`config.mk`:
```
export PLATFORM = sky130hd
export DESIGN_NAME = data_mem_access_ctrl
export DESIGN_NICKNAME = d
export VERILOG_FILES = /design/src/rtl/data_mem_access_ctrl.sv
export SDC_FILE = /design/constraint.sdc
export NUM_CORES = 1
export LEC_CHECK = 0
export ABC_AREA = 1
export BUFFER_PORTS_ARGS = -buffer_cell sky130_fd_sc_hd__buf_2
export CELL_PAD_IN_SITES_DETAIL_PLACEMENT = 1
export CELL_PAD_IN_SITES_GLOBAL_PLACEMENT = 1
export CORE_MARGIN = 3
export CORE_UTILIZATION = 36
export CTS_CLUSTER_SIZE = 16
export DETAILED_ROUTE_END_ITERATION = 10
export GPL_TIMING_DRIVEN = 1
export PLACE_DENSITY = 0.92
export RECOVER_POWER = 100
export SYNTH_ARGS = -nofsm -noshare
export SYNTH_HDL_FRONTEND = slang
export SYNTH_SLANG_ARGS = --single-unit
export TNS_END_PERCENT = 20
```
`constraint.sdc`:
```
create_clock -name clk -period 2.5 [get_ports clk]
set_input_delay 0.125 -clock clk [delete_from_list [all_inputs] [get_ports clk]]
set_output_delay 0.125 -clock clk [all_outputs]
set_load 0.1 [all_outputs]
```
`src/rtl/data_mem_access_ctrl.sv`:
```
// Initiator-side controller for the shared data memory / stack: one request at a time,
// single-cycle memory strobes, shadow stack count and address/stack error rejection.
module data_mem_access_ctrl #(
    parameter int unsigned DATA_MEM_SIZE = 256,
    parameter int unsigned STACK_START   = 200,
    parameter int unsigned STACK_SIZE    = 56
) (
    input  logic        clk,
    input  logic        reset_n,
    input  logic        req_valid,
    output logic        req_ready,
    input  logic [1:0]  req_op,
    input  logic [31:0] req_addr,
    input  logic [31:0] req_wdata,
    output logic        rsp_valid,
    input  logic        rsp_ready,
    output logic [31:0] rsp_data,
    output logic        rsp_err,
    output logic        mem_write,
    output logic        mem_read,
    output logic        dataMemEnable,
    output logic [31:0] mem_address,
    output logic [31:0] mem_data_in,
    input  logic [31:0] mem_data_out,
    output logic [7:0]  stack_count,
    output logic        stack_full,
    output logic        stack_empty
);

    localparam int unsigned STACK_DEPTH = STACK_SIZE / 4;
    // Static words must sit below the stack region and inside the memory.
    localparam int unsigned WORD_LIMIT  = (STACK_START < DATA_MEM_SIZE) ? STACK_START : DATA_MEM_SIZE;

    localparam logic [1:0] S_IDLE    = 2'd0;
    localparam logic [1:0] S_ISSUE   = 2'd1;
    localparam logic [1:0] S_CAPTURE = 2'd2;
    localparam logic [1:0] S_RESP    = 2'd3;

    localparam logic [1:0] OP_LOAD  = 2'b00;
    localparam logic [1:0] OP_STORE = 2'b01;
    localparam logic [1:0] OP_PUSH  = 2'b10;
    localparam logic [1:0] OP_POP   = 2'b11;

    logic [1:0]  state_q, state_d;
    logic [1:0]  op_q, op_d;
    logic        req_ready_d, rsp_valid_d, rsp_err_d;
    logic [31:0] rsp_data_d;
    logic        mem_write_d, mem_read_d, mem_en_d;
    logic [31:0] mem_address_d, mem_data_in_d;
    logic [7:0]  stack_count_d;
    logic        req_err_c;

    assign stack_full  = (stack_count == 8'(STACK_DEPTH));
    assign stack_empty = (stack_count == 8'd0);

    // Requests the memory would silently drop are rejected before any strobe.
    always_comb begin
        req_err_c = 1'b0;
        unique case (req_op)
            OP_LOAD, OP_STORE: req_err_c = (req_addr[1:0] != 2'b00) ||
                                           (req_addr[31:2] >= 30'(WORD_LIMIT));
            OP_PUSH:           req_err_c = stack_full;
            OP_POP:            req_err_c = stack_empty;
        endcase
    end

    // Next-state and next-output logic; strobes default low so they live only in ISSUE.
    always_comb begin
        state_d       = state_q;
        op_d          = op_q;
        req_ready_d   = req_ready;
        rsp_valid_d   = rsp_valid;
        rsp_err_d     = rsp_err;
        rsp_data_d    = rsp_data;
        mem_write_d   = 1'b0;
        mem_read_d    = 1'b0;
        mem_en_d      = 1'b0;
        mem_address_d = mem_address;
        mem_data_in_d = mem_data_in;
        stack_count_d = stack_count;
        unique case (state_q)
            S_IDLE: begin
                if (req_valid && req_ready) begin
                    op_d          = req_op;
                    req_ready_d   = 1'b0;
                    mem_address_d = req_addr;
                    mem_data_in_d = req_wdata;
                    if (req_err_c) begin
                        state_d     = S_RESP;
                        rsp_valid_d = 1'b1;
                        rsp_err_d   = 1'b1;
                        rsp_data_d  = 32'd0;
                    end else begin
                        state_d     = S_ISSUE;
                        mem_write_d = (req_op == OP_STORE) || (req_op == OP_PUSH);
                        mem_read_d  = (req_op == OP_LOAD)  || (req_op == OP_POP);
                        mem_en_d    = ~req_op[1];
                    end
                end
            end
            S_ISSUE: begin
                state_d = S_CAPTURE;
                if (op_q == OP_PUSH) stack_count_d = stack_count + 8'd1;
                if (op_q == OP_POP)  stack_count_d = stack_count - 8'd1;
            end
            S_CAPTURE: begin
                state_d     = S_RESP;
                rsp_valid_d = 1'b1;
                rsp_err_d   = 1'b0;
                rsp_data_d  = ((op_q == OP_LOAD) || (op_q == OP_POP)) ? mem_data_out : 32'd0;
            end
            S_RESP: begin
                if (rsp_ready) begin
                    state_d     = S_IDLE;
                    rsp_valid_d = 1'b0;
                    rsp_err_d   = 1'b0;
                    req_ready_d = 1'b1;
                end
            end
        endcase
    end

    always_ff @(posedge clk or negedge reset_n) begin
        if (!reset_n) begin
            state_q       <= S_IDLE;
            op_q          <= OP_LOAD;
            req_ready     <= 1'b1;
            rsp_valid     <= 1'b0;
            rsp_err       <= 1'b0;
            rsp_data      <= 32'd0;
            mem_write     <= 1'b0;
            mem_read      <= 1'b0;
            dataMemEnable <= 1'b0;
            mem_address   <= 32'd0;
            mem_data_in   <= 32'd0;
            stack_count   <= 8'd0;
        end else begin
            state_q       <= state_d;
            op_q          <= op_d;
            req_ready     <= req_ready_d;
            rsp_valid     <= rsp_valid_d;
            rsp_err       <= rsp_err_d;
            rsp_data      <= rsp_data_d;
            mem_write     <= mem_write_d;
            mem_read      <= mem_read_d;
            dataMemEnable <= mem_en_d;
            mem_address   <= mem_address_d;
            mem_data_in   <= mem_data_in_d;
            stack_count   <= stack_count_d;
        end
    end

endmodule

```
* Yosys cells after proc, flatten, opt, wreduce, memory -nomap -nowiden
Index checks and enable logic that the tools add are counted.
Storage, ports and cells: register bits 114, input bits 102, output and inout port bits 112
Operators by class: reductions and logical operators 21, mux-type cells 28, add/sub/neg operators 2, eq/ne operators 12, magnitude comparators 1, bitwise logic cells 1
Operators with widths (number):
- 32-bit two-way mux | 3
- 32-bit one-hot mux with 2 select lines | 1
- 30-bit by 8-bit greater-or-equal comparator with 1-bit output, second input constant | 1
- 8-bit two-way mux | 2
- 1-bit two-way mux | 14
- 2-bit == test, second input constant | 6
- 1-bit one-hot mux with 3 select lines | 3
- 8-bit by 1-bit adder with 8-bit output, second input constant | 1
- 8-bit by 4-bit == test with 1-bit output, second input constant | 1
- 8-bit logical NOT | 1
- 2-bit one-hot mux with 4 select lines | 1
- 2-bit nonzero test | 4
- 8-bit by 1-bit subtractor with 8-bit output, second input constant | 1
- 2-bit logical NOT | 3
- 2-bit two-way mux | 3
- 2-bit != test, second input constant | 3
- 2-bit AND reduction | 3
- 3-bit AND reduction | 2
- 2-bit by 1-bit == test with 1-bit output, second input constant | 2
- 1-bit logical OR | 4
- 4-bit AND reduction | 1
- 3-bit nonzero test | 1
- 1-bit one-hot mux with 2 select lines | 1
- 2-bit OR reduction | 1
- 2 further kinds | 2

* Logic depth before layout (Yosys ltp)
Gate-level depths: netlist (run 1).
word-level depth 6, mapped depth 12, mapped depth without buffers 12

* Worst setup path after synthesis (run 1)
OpenSTA, ideal clock, no wires.
kind register -> output, start reg stack_count[1], end out stack_full, path buffers 0, required time 2.375 ns, cell stages (with the launch flop) 3, path slack -1.754 ns, arrival time 4.129 ns, path through dfrtp_1 inv_1 nor4_1
Between the ends: cells in the longest elaborated chain, start to end 1
Ends and longest elaborated chain:
- from (decl) | line 25 | output logic [7:0] stack_count,
- from (signal assigned) | line 149 | stack_count <= stack_count_d;
- 8-bit by 4-bit == test with 1-bit output | line 53 | assign stack_full = (stack_count == 8'(STACK_DEPTH));
- to (decl) | line 26 | output logic stack_full,
No other way between the ends.

* Worst setup path after layout (run 1)
start reg state_q[0], end reg mem_address[23]
Between the ends: cells in the longest elaborated chain, start to end 2
Ends and longest elaborated chain:
- from (decl) | line 44 | logic [1:0] state_q, state_d;
- from (signal assigned) | line 138 | state_q <= state_d;
- 2-bit logical NOT | line 81 | unique case (state_q)
- 2-bit AND reduction (no source line)
- to (signal assigned) | line 147 | mem_address <= mem_address_d;
- to (decl) | line 22 | output logic [31:0] mem_address,
No other way between the ends. A chain may end at the register's enable or synchronous reset.

==> summary.txt, run 1 <==
GRT
  • Tot GR Track Use: 0.2527
  • Largest net degree at the start of global routing: 65
  • Vias in the first global route: 5513
  • Total grt overflow: 0
  • Initial antenna violation count: 3
  • First-pass GRT wire length: 30490 µm

Die
  • Die Height: 124.4 µm
  • Die footprint: 15480 µm²
  • Core Area: 13450 µm²
  • # rows: 42
  • Initial core utilization: 0.3753
  • Die width: 124.4 µm
  • # IOs: 214

Clocking
  • Clock root buffer: clkbuf_16
  • Clock Latency Late Sink: 0.41 ns
  • Reg clk slew, reported paths: 0.05 ns
  • H-tree levels: 4
  • Num CTS Buffers: 17
  • Longest Clk Path Bufs: 2
  • Post-CTS Repair Setup Buffers: 0
  • CTS tree: done
  • Clock sinks: 114

Hold path
  • Hold wc startpoint: mem_data_out[25]
  • Min-delay worst type: in2reg
  • WHS Path Cells: 3
  • WHS Endpoint: rsp_data[25]$_DFFE_PN0P_

Logic synthesis
  • Largest family of logic cells by synthesized area: multiplexers
  • Simple logic cell fraction of the synthesized area: 0.1304
  • Synth Instances: 450
  • Synth area leaders: dfrtp_1 (56%), mux2_2 (14%), nand2_1 (8.4%)
  • Multiplexer area fraction after synthesis: 0.1383
  • Synth Area in Adders: 0.03866
  • Register area share after synthesis: 0.5653
  • FF+latch count, synth: 114
  • Mapped Area: 5049 µm²
  • Synth top area share: 0.5601
  • Syn_nets: 567
  • Netlist cell types: 28
  • Cell taking the most area after synthesis: dfrtp_1
  • Synth Area in XOR/XNOR: 0.008674
  • Yosys warning total: 0
  • Area fraction in compound gates after synthesis: 0.07831
  • Syn avg cell area: 11.22 µm²

Setup path
  • R2r setup slk: 0.22 ns
  • Crit path arrival time: 2.54 ns
  • Critical path startpoint: state_q[0]$_DFFE_PN0P_
  • WP data required: 2.77 ns
  • R2R Path End: mem_address[23]$_DFFE_PN0P_
  • Reg2Reg Depth: 5
  • RR Startpoint: state_q[0]$_DFFE_PN0P_
  • Critical path class: reg2reg
  • Crit-path max FO: 30
  • CP endpoint kind: register
  • Setup crit start kind: register

STA
  • RSZ-0062 raised after global routing: false
  • Tcrit/Tclk final: 0.9107
  • Fmax: 439.2 MHz
  • Clk_skew: 0.01517 ns
  • Slew HR: 0.1428
  • Hold Vio Cnt, Final: 0
  • Min Tclk post-route: 2.277 ns
  • Setup TNS: 0 ns
  • Final setup vio count: 0
  • Slew @ Worst Pin: 1.291 ns
  • Final Max Tran Viols: 0

Cells and area
  • # fillers: 1579
  • Nets: 884
  • Layout cells sized above 1: 0.2596
  • Synth-to-layout area growth: 49.91%
  • Final Non-Filler Cells: 957

Drt
  • DRT antenna net count: 0
  • Initial DRC count: 115
  • DRC violations left: 0
  • WL per Instance: 20.19 µm
  • DR pass1 iterations: 4
  • Vias: 4684
  • Vias per cell: 4.894
  • WL final: 19330 µm

Outcome
  • Status: finished clean

Run
  • Max-capacitance violation count: 0

Placed design
  • Inst Count DP: 829
  • DP Wirelength: 11330 µm
  • Port Buffer Count: 213
  • GPL Wtd Cong: 0.7974
-- metrics by stage --
stage	instance area, µm²	worst slack (ns)	utilization	hold slack, ns
floorplan	5071	0.04238	-	-0.1706
global placement	6349	0.5513	0.4719	0.2042
detailed placement	6349	0.3250	0.4719	0.2120
CTS	7861	0.3027	0.5844	0.008880
global route	7569	0.07917	0.5626	0.02350
finish	7569	0.2232	0.5626	0.02201
-- how the worst max path moves through the flow --
stage	end	slack, ns	depth (start not counted)
global route	mem_data_in[3]$_DFFE_PN0P_	0.08	5
detailed placement	mem_address[24]$_DFFE_PN0P_	0.32	5
CTS	mem_address[24]$_DFFE_PN0P_	0.30	5
finish	mem_address[23]$_DFFE_PN0P_	0.22	5
global placement	mem_address[11]$_DFFE_PN0P_	0.55	5
floorplan	rsp_data[13]$_DFFE_PN0P_	0.04	11
-- per-layer routing --
| metal | vias to the layer above | routed length [µm] | track usage |
|---|---|---|---|
| met1 | 2314 | 6819 | 0.2488 |
| met5 | - | 0 | 0 |
| li1 | 2121 | - | - |
| met2 | 190 | 10550 | 0.4755 |
| met3 | 59 | 1055 | 0.07161 |
| met4 | 0 | 897 | 0.1322 |
-- registers in the layout (all words and copies together) (netlist names) --
| signal | count |
|---|---|
| dataMemEnable | 1 |
| op_q | 2 |
| state_q | 2 |
| stack_count | 8 |
| rsp_data | 32 |
| mem_data_in | 32 |
| mem_read | 1 |
| mem_write | 1 |
| req_ready | 1 |
| rsp_err | 1 |
| mem_address | 32 |
| rsp_valid | 1 |
-- worst max-delay path: stages (launching register included) --
cell and delay (ns):
dfrtp_1 0.43, inv_1 0.13, ha_1 0.34, nand3_4 0.42, clkbuf_2 0.39, mux2_1 0.42
-- synth_stat cells --
cell	count
dfrtp_1	113
nand2_1	113
mux2_2	62
o21ai_2	33
nor2_1	26
inv_1	21
ha_1	14
o21ai_0	14
nand3_1	8
buf_2	7
a21oi_1	6
buf_6	6
clkbuf_1	5
xor2_1	4
nand4_1	3
nor3_1	3
a31oi_1	1
dfstp_2	1
fa_1	1
inv_2	1
nand2_4	1
nand3_4	1
nand3b_1	1
nor2_2	1
nor3b_1	1
nor4_1	1
or2_2	1
xnor2_1	1
-- cells in the final DEF (no fill, tap or decap), drive strengths merged --
| master | netlist | layout |
|---|---|---|
| nor4 | 1 | 1 |
| nand2 | 114 | 114 |
| nand3b | 1 | 1 |
| inv | 22 | 22 |
| nand4 | 3 | 3 |
| o21ai | 47 | 47 |
| or2 | 1 | 1 |
| a21oi | 6 | 6 |
| dfrtp | 113 | 113 |
| ha | 14 | 14 |
| fa | 1 | 1 |
| buf | 13 | 101 |
| clkbuf | 5 | 144 |
| a31oi | 1 | 1 |
| mux2 | 62 | 62 |
| nor3b | 1 | 1 |
| bufinv | 0 | 2 |
| nor2 | 27 | 27 |
| nand3 | 9 | 9 |
| dfstp | 1 | 1 |
| xnor2 | 1 | 1 |
| dlygate4sd3 | 0 | 95 |
| clkinv | 0 | 4 |
| xor2 | 4 | 4 |
| nor3 | 3 | 3 |
| diode | 0 | 3 |
-- logic make-up after synthesis --
kind of cell	count (synthesis)
AND/OR/NAND/NOR	160
flip-flops	114
multiplexers	62
AO/OA/AOI/OAI	54
buffers and inverters	40
adder cells (fa/ha/maj)	15
XOR/XNOR	5
-- repair_timing --
action                                 4_1_cts  5_1_grt
hold buffers                                95        0
resized for setup                            0        0
endpoints found under the hold margin      143        0
-- layout make-up --
cell class                 instances  area [µm²]  area share
clock inverter                     6       80.08     0.01058
multi-input combinational        296        1902      0.2513
antenna                            3       7.507   0.0009919
inverter                          22       82.58     0.01091
clock buffer                      24       481.7     0.06365
sequential                       114        2856      0.3774
timing repair buffer             316        1938      0.2561
tap                              176       220.2     0.02910
Power of run 1 is left out: the tool's default activity adds up to more than one toggle a clock period on the data nets, which glitch-free logic cannot reach.
==> run 2, diff against run 1 <==
--- a/config.mk
+++ b/config.mk
@@ -10,11 +10,12 @@
 export CELL_PAD_IN_SITES_DETAIL_PLACEMENT = 1
 export CELL_PAD_IN_SITES_GLOBAL_PLACEMENT = 1
 export CORE_MARGIN = 3
-export CORE_UTILIZATION = 36
+export CORE_UTILIZATION = 37
+export CTS_BUF_LIST = sky130_fd_sc_hd__clkbuf_8
 export CTS_CLUSTER_SIZE = 16
 export DETAILED_ROUTE_END_ITERATION = 10
 export GPL_TIMING_DRIVEN = 1
-export PLACE_DENSITY = 0.92
+export PLACE_DENSITY = 0.94
 export RECOVER_POWER = 100
 export SYNTH_ARGS = -nofsm -noshare
 export SYNTH_HDL_FRONTEND = slang
==> run 2 against run 1 <==
  * Worst setup slack worse by 0.039 ns
  * Global-route usage increased by 0.56 points
  * Critical path type unchanged
  * First-iteration DRC count is 55% higher
  * Sequential share of layout area increased by 0.89 points
  * Critical path depth unchanged
==> summary.txt, run 2 (synthesized netlist as in run 1, its figures left out) <==
GRT
  • Tot GR Track Use: 0.2583
  • First-pass GRT wire length: 29060 µm
  • Total grt overflow: 0
  • Vias in the first global route: 5448
  • Largest net degree at the start of global routing: 52
  • Initial antenna violation count: 2

STA
  • Setup TNS: 0 ns
  • Final Max Tran Viols: 0
  • Tcrit/Tclk final: 0.9263
  • Min Tclk post-route: 2.316 ns
  • Hold Vio Cnt, Final: 0
  • Final setup vio count: 0
  • Slew HR: 0.1522
  • Fmax: 431.8 MHz
  • RSZ-0062 raised after global routing: false
  • Slew @ Worst Pin: 1.277 ns
  • Clk_skew: 0.01192 ns

Cells and area
  • Nets: 887
  • Register Area: 2856 µm²
  • Synth-to-layout area growth: 46.47%
  • Leading cell type in the layout, fill and taps excluded: nand2_1
  • Multi-input logic area: 1914 µm²
  • # fillers: 1585
  • Largest regs: mem_address: 32 flops, mem_data_in: 32 flops, rsp_data: 32 flops
  • Final Non-Filler Cells: 960
  • Layout cells sized above 1: 0.2660
  • Commonest cells after routing, fill and taps aside: nand2_1 (113), clkbuf_1 (112), dfrtp_1 (111)

Hold path
  • WHS Endpoint: op_q[0]$_DFFE_PN0P_
  • Hold wc startpoint: req_op[0]
  • Min-delay worst type: in2reg
  • WHS Path Cells: 3

Setup path
  • Crit path arrival time: 2.63 ns
  • Setup crit start kind: register
  • WP data required: 2.82 ns
  • R2R Path End: mem_address[1]$_DFFE_PN0P_
  • Reg2Reg Depth: 5
  • CP endpoint kind: register
  • R2r setup slk: 0.18 ns
  • RR Startpoint: state_q[0]$_DFFE_PN0P_
  • Critical path class: reg2reg
  • Crit-path max FO: 45

Drt
  • DRT antenna net count: 0
  • Initial DRC count: 178
  • DR pass1 iterations: 4
  • Vias: 4687
  • Vias per cell: 4.882
  • WL final: 19140 µm
  • DRC violations left: 0
  • WL per Instance: 19.94 µm

Run
  • Max-capacitance violation count: 0

Clocking
  • Num CTS Buffers: 17
  • Clock Latency Late Sink: 0.44 ns
  • Clock root buffer: clkbuf_8
  • Post-CTS Repair Setup Buffers: 0
  • Clock sinks: 114
  • H-tree levels: 4
  • CTS tree: done
  • Reg clk slew, reported paths: 0.07 ns
  • Longest Clk Path Bufs: 2

Placed design
  • DP Wirelength: 11260 µm
  • GPL Wtd Cong: 0.8583
  • Port Buffer Count: 213
  • Inst Count DP: 829

Die
  • # rows: 42
  • Core Area: 13300 µm²
  • Die width: 122.8 µm
  • Die Height: 122.8 µm
  • Die footprint: 15080 µm²
  • # IOs: 214
  • Initial core utilization: 0.3797

Outcome
  • Status: finished clean
run 2: cell count changes in the layout (fill, tap and decap cells not counted), sizes merged, moves of 2 or more:
cell / delta
inv: +5
buf: +2
clkbuf: -6
dlygate4sd3: +3
run 2: critical path, stage by stage, from the launching register on:
cell,delay (ns)
dfrtp_1,0.42
inv_1,0.09
ha_1,0.32
nand3_4,0.10
clkbuf_2,0.79
mux2_2,0.44
run 2: layout make-up:
type,instances,area share
Sequential cell,114,0.3863
Clock inverter,11,0.009983
Inverter,22,0.01117
Multi-Input combinational cell,296,0.2589
Antenna cell,2,0.0006768
Tap cell,176,0.02978
Timing Repair Buffer,319,0.2660
Clock buffer,20,0.03723
run 2: repair_timing:
action	in CTS	in global routing
hold buffers	98	0
endpoints found under the setup margin	0	0
hold endpoints to repair	132	0
resized for setup	0	0
run 2: worst max-delay path by stage:
stage                               start                    endpoint  slack, ns  cells after the start
6_report           state_q[0]$_DFFE_PN0P_  mem_address[1]$_DFFE_PN0P_       0.18                      5
2_1_floorplan  stack_count[7]$_DFFE_PN0P_    rsp_data[13]$_DFFE_PN0P_       0.04                     11
4_1_cts               op_q[1]$_DFFE_PN0P_  stack_count[6]$_DFFE_PN0P_       0.32                     12
3_5_place_dp          op_q[1]$_DFFE_PN0P_  stack_count[6]$_DFFE_PN0P_       0.39                     12
5_1_grt                           reset_n       rsp_valid$_DFFE_PN0P_       0.05                      3
3_3_place_gp                  req_addr[1]     rsp_data[3]$_DFFE_PN0P_       0.57                     11
run 2: stage by stage:
stage	util	instance area [µm²]	worst slack, ns	hold WS [ns]
2_1_floorplan	-	5071	0.04238	-0.1706
3_3_place_gp	0.4775	6349	0.5720	0.1196
3_5_place_dp	0.4775	6349	0.3892	0.1278
4_1_cts	0.5775	7679	0.3191	0.01020
5_1_grt	0.5562	7395	0.04955	0.01721
6_report	0.5562	7395	0.1843	0.03845
run 2: per-layer routing:
layer / wire [µm] / vias up / global-route usage
li1: - / 2127 / -
met1: 6442 / 2342 / 0.2419
met2: 11100 / 165 / 0.5135
met3: 899 / 53 / 0.06636
met4: 695 / 0 / 0.1176
met5: 0 / - / 0
Power of run 2 is left out for the same reason.
==> run 3, diff against run 2 <==
--- a/config.mk
+++ b/config.mk
@@ -10,12 +10,13 @@
 export CELL_PAD_IN_SITES_DETAIL_PLACEMENT = 1
 export CELL_PAD_IN_SITES_GLOBAL_PLACEMENT = 1
 export CORE_MARGIN = 3
-export CORE_UTILIZATION = 37
+export CORE_UTILIZATION = 34
 export CTS_BUF_LIST = sky130_fd_sc_hd__clkbuf_8
 export CTS_CLUSTER_SIZE = 16
 export DETAILED_ROUTE_END_ITERATION = 10
+export GPL_ROUTABILITY_DRIVEN = 0
 export GPL_TIMING_DRIVEN = 1
-export PLACE_DENSITY = 0.94
+export PLACE_DENSITY = 0.91
 export RECOVER_POWER = 100
 export SYNTH_ARGS = -nofsm -noshare
 export SYNTH_HDL_FRONTEND = slang
==> constraint.sdc (replaced) <==
create_clock -name clk -period 2.04 [get_ports clk]
set_input_delay 0.102 -clock clk [delete_from_list [all_inputs] [get_ports clk]]
set_output_delay 0.102 -clock clk [all_outputs]
set_load 0.1 [all_outputs]
==> run 3 against run 2 <==
  * Register-to-register slack got worse by 0.04 ns
  * Die area rose by 8.4%
  * Worst setup slack got worse by 0.091 ns
  * Sequential share of layout area fell by 1.2 points
  * Design area rose by 4.1%
  * Global-route usage fell by 2.5 points
  * Largest cell class unchanged
==> summary.txt, run 3 (synthesized netlist as in run 1, its figures left out) <==
Placed design
  • Port Buffer Count: 213
  • DP Wirelength: 10750 µm
  • Inst Count DP: 830

Cells and area
  • Register Area: 2884 µm²
  • # fillers: 1614
  • Final Non-Filler Cells: 963
  • Multi-input logic area: 1983 µm²
  • Leading cell type in the layout, fill and taps excluded: nand2_1
  • ANT cells: 0
  • Commonest cells after routing, fill and taps aside: nand2_1 (112), dfrtp_1 (105), dlygate4sd3_1 (100), buf_2 (100), clkbuf_2 (88)
  • Synth-to-layout area growth: 52.49%
  • Layout cells sized above 1: 0.3972
  • Nets: 887
  • Largest regs: mem_address: 32 flops, mem_data_in: 32 flops, rsp_data: 32 flops

STA
  • Final setup vio count: 0
  • Final Max Tran Viols: 0
  • Fmax: 513.7 MHz
  • Hold Vio Cnt, Final: 0
  • Min Tclk post-route: 1.947 ns
  • RSZ-0062 raised after global routing: false
  • Slew @ Worst Pin: 1.199 ns
  • Clk_skew: 0.01027 ns
  • Slew HR: 0.2039
  • Tcrit/Tclk final: 0.9543

Drt
  • DRT antenna net count: 0
  • DR pass1 iterations: 4
  • WL final: 18760 µm
  • DRC violations left: 0
  • Vias per cell: 4.881
  • Initial DRC count: 111
  • WL per Instance: 19.48 µm
  • Vias: 4700

Run
  • Max-capacitance violation count: 0

Clocking
  • H-tree levels: 4
  • Post-CTS Repair Setup Buffers: 0
  • Clock sinks: 114
  • Num CTS Buffers: 17
  • Clock root buffer: clkbuf_8
  • Reg clk slew, reported paths: 0.07 ns
  • CTS tree: done
  • Clock Latency Late Sink: 0.44 ns
  • Longest Clk Path Bufs: 2

Setup path
  • Crit path max-delay cell type: dlygate4sd3_1
  • Crit-path cells: dlygate4sd3_1 -> clkbuf_1 -> nor2_1 -> nand2_1 -> nor2_1 -> nand2_1 -> o21ai_2 -> nand3_4 -> nand2_8 -> nand2_1 -> o21ai_2
  • WP data required: 2.40 ns
  • Worst stage delay on the critical path: 0.55 ns
  • Most frequent cell on the critical path: nand2_1
  • Critical path class: in2reg
  • Setup crit start kind: input port
  • Crit-path max FO: 32
  • Crit path arrival time: 2.31 ns
  • CP endpoint kind: register

GRT
  • Initial antenna violation count: 0
  • Vias in the first global route: 5552
  • Total grt overflow: 0
  • First-pass GRT wire length: 29410 µm
  • Tot GR Track Use: 0.2335
  • Largest net degree at the start of global routing: 115

Die
  • # IOs: 214
  • Die width: 127.9 µm
  • # rows: 43
  • Initial core utilization: 0.3554
  • Die Height: 127.9 µm
  • Die footprint: 16350 µm²
  • Core Area: 14200 µm²

Hold path
  • Min-delay worst type: in2reg

Outcome
  • Status: finished clean
[run 3: cell count changes in the layout (fill, tap and decap cells not counted), sizes merged, moves of 2 or more]
cell,change
diode,-2
buf,+3
bufinv,+3
dlygate4sd3,+2
inv,-4
clkbuf,-6
[run 3: layout make-up]
cell class / instances / share of cell area
timing repair buffer: 318 / 0.2704
clock buffer: 20 / 0.03575
multi-input combinational: 297 / 0.2576
tap: 180 / 0.02925
inverter: 22 / 0.01138
sequential: 114 / 0.3746
clock inverter: 12 / 0.02097
[run 3: metrics by stage]
stage	utilization	setup slack [ns]	setup TNS [ns]	hold WS (ns)	cell area, µm²
finish	0.5420	0.09325	0	0.2751	7699
floorplan	-	-0.1622	-4.826	-0.1936	5127
global route	0.5420	0.003535	0	0.2970	7699
detailed placement	0.4488	-0.06333	-1.220	0.2461	6375
CTS	0.5524	0.06240	0	0.2428	7846
global placement	0.4488	0.09332	0	0.2288	6375
[run 3: final timing paths]
kind	endpoint	start	slack, ns	depth (start not counted)
worst max-delay path	rsp_data[14]$_DFFE_PN0P_	req_addr[16]	0.09	11
worst max register to register	mem_address[26]$_DFFE_PN0P_	state_q[0]$_DFFE_PN0P_	0.14	5
worst min register to register	rsp_valid$_DFFE_PN0P_	rsp_valid$_DFFE_PN0P_	0.49	2
max in group asynchronous	stack_count[5]$_DFFE_PN0P_	reset_n	1.24	3
worst min-delay path	req_ready$_DFFE_PN1P_	req_valid	0.28	5
min in group asynchronous	stack_count[1]$_DFFE_PN0P_	reset_n	0.33	3
[run 3: what timing repair did]
action                                  CTS  global route
endpoints found under the hold margin   213             0
endpoints found under the setup margin   33            33
gates cloned                              1             0
resized for setup                         4             3
hold buffers                            100             0
pin swaps                                 1             1
[run 3: worst max-delay path, delay by kind of cell]
kind	cells	cell delay [ns]
AOI/OAI and AO/OA	2	0.35
buffers and inverters	2	0.68
and+or+nand+nor	7	1.15
[run 3: per-layer routing]
layer,track usage,wire (µm),vias up
met2,0.4442,10400,187
met1,0.2232,6487,2326
met3,0.07125,987,65
met5,0,0,-
met4,0.1211,885,0
li1,-,-,2122
Power of run 3 is left out for the same reason.
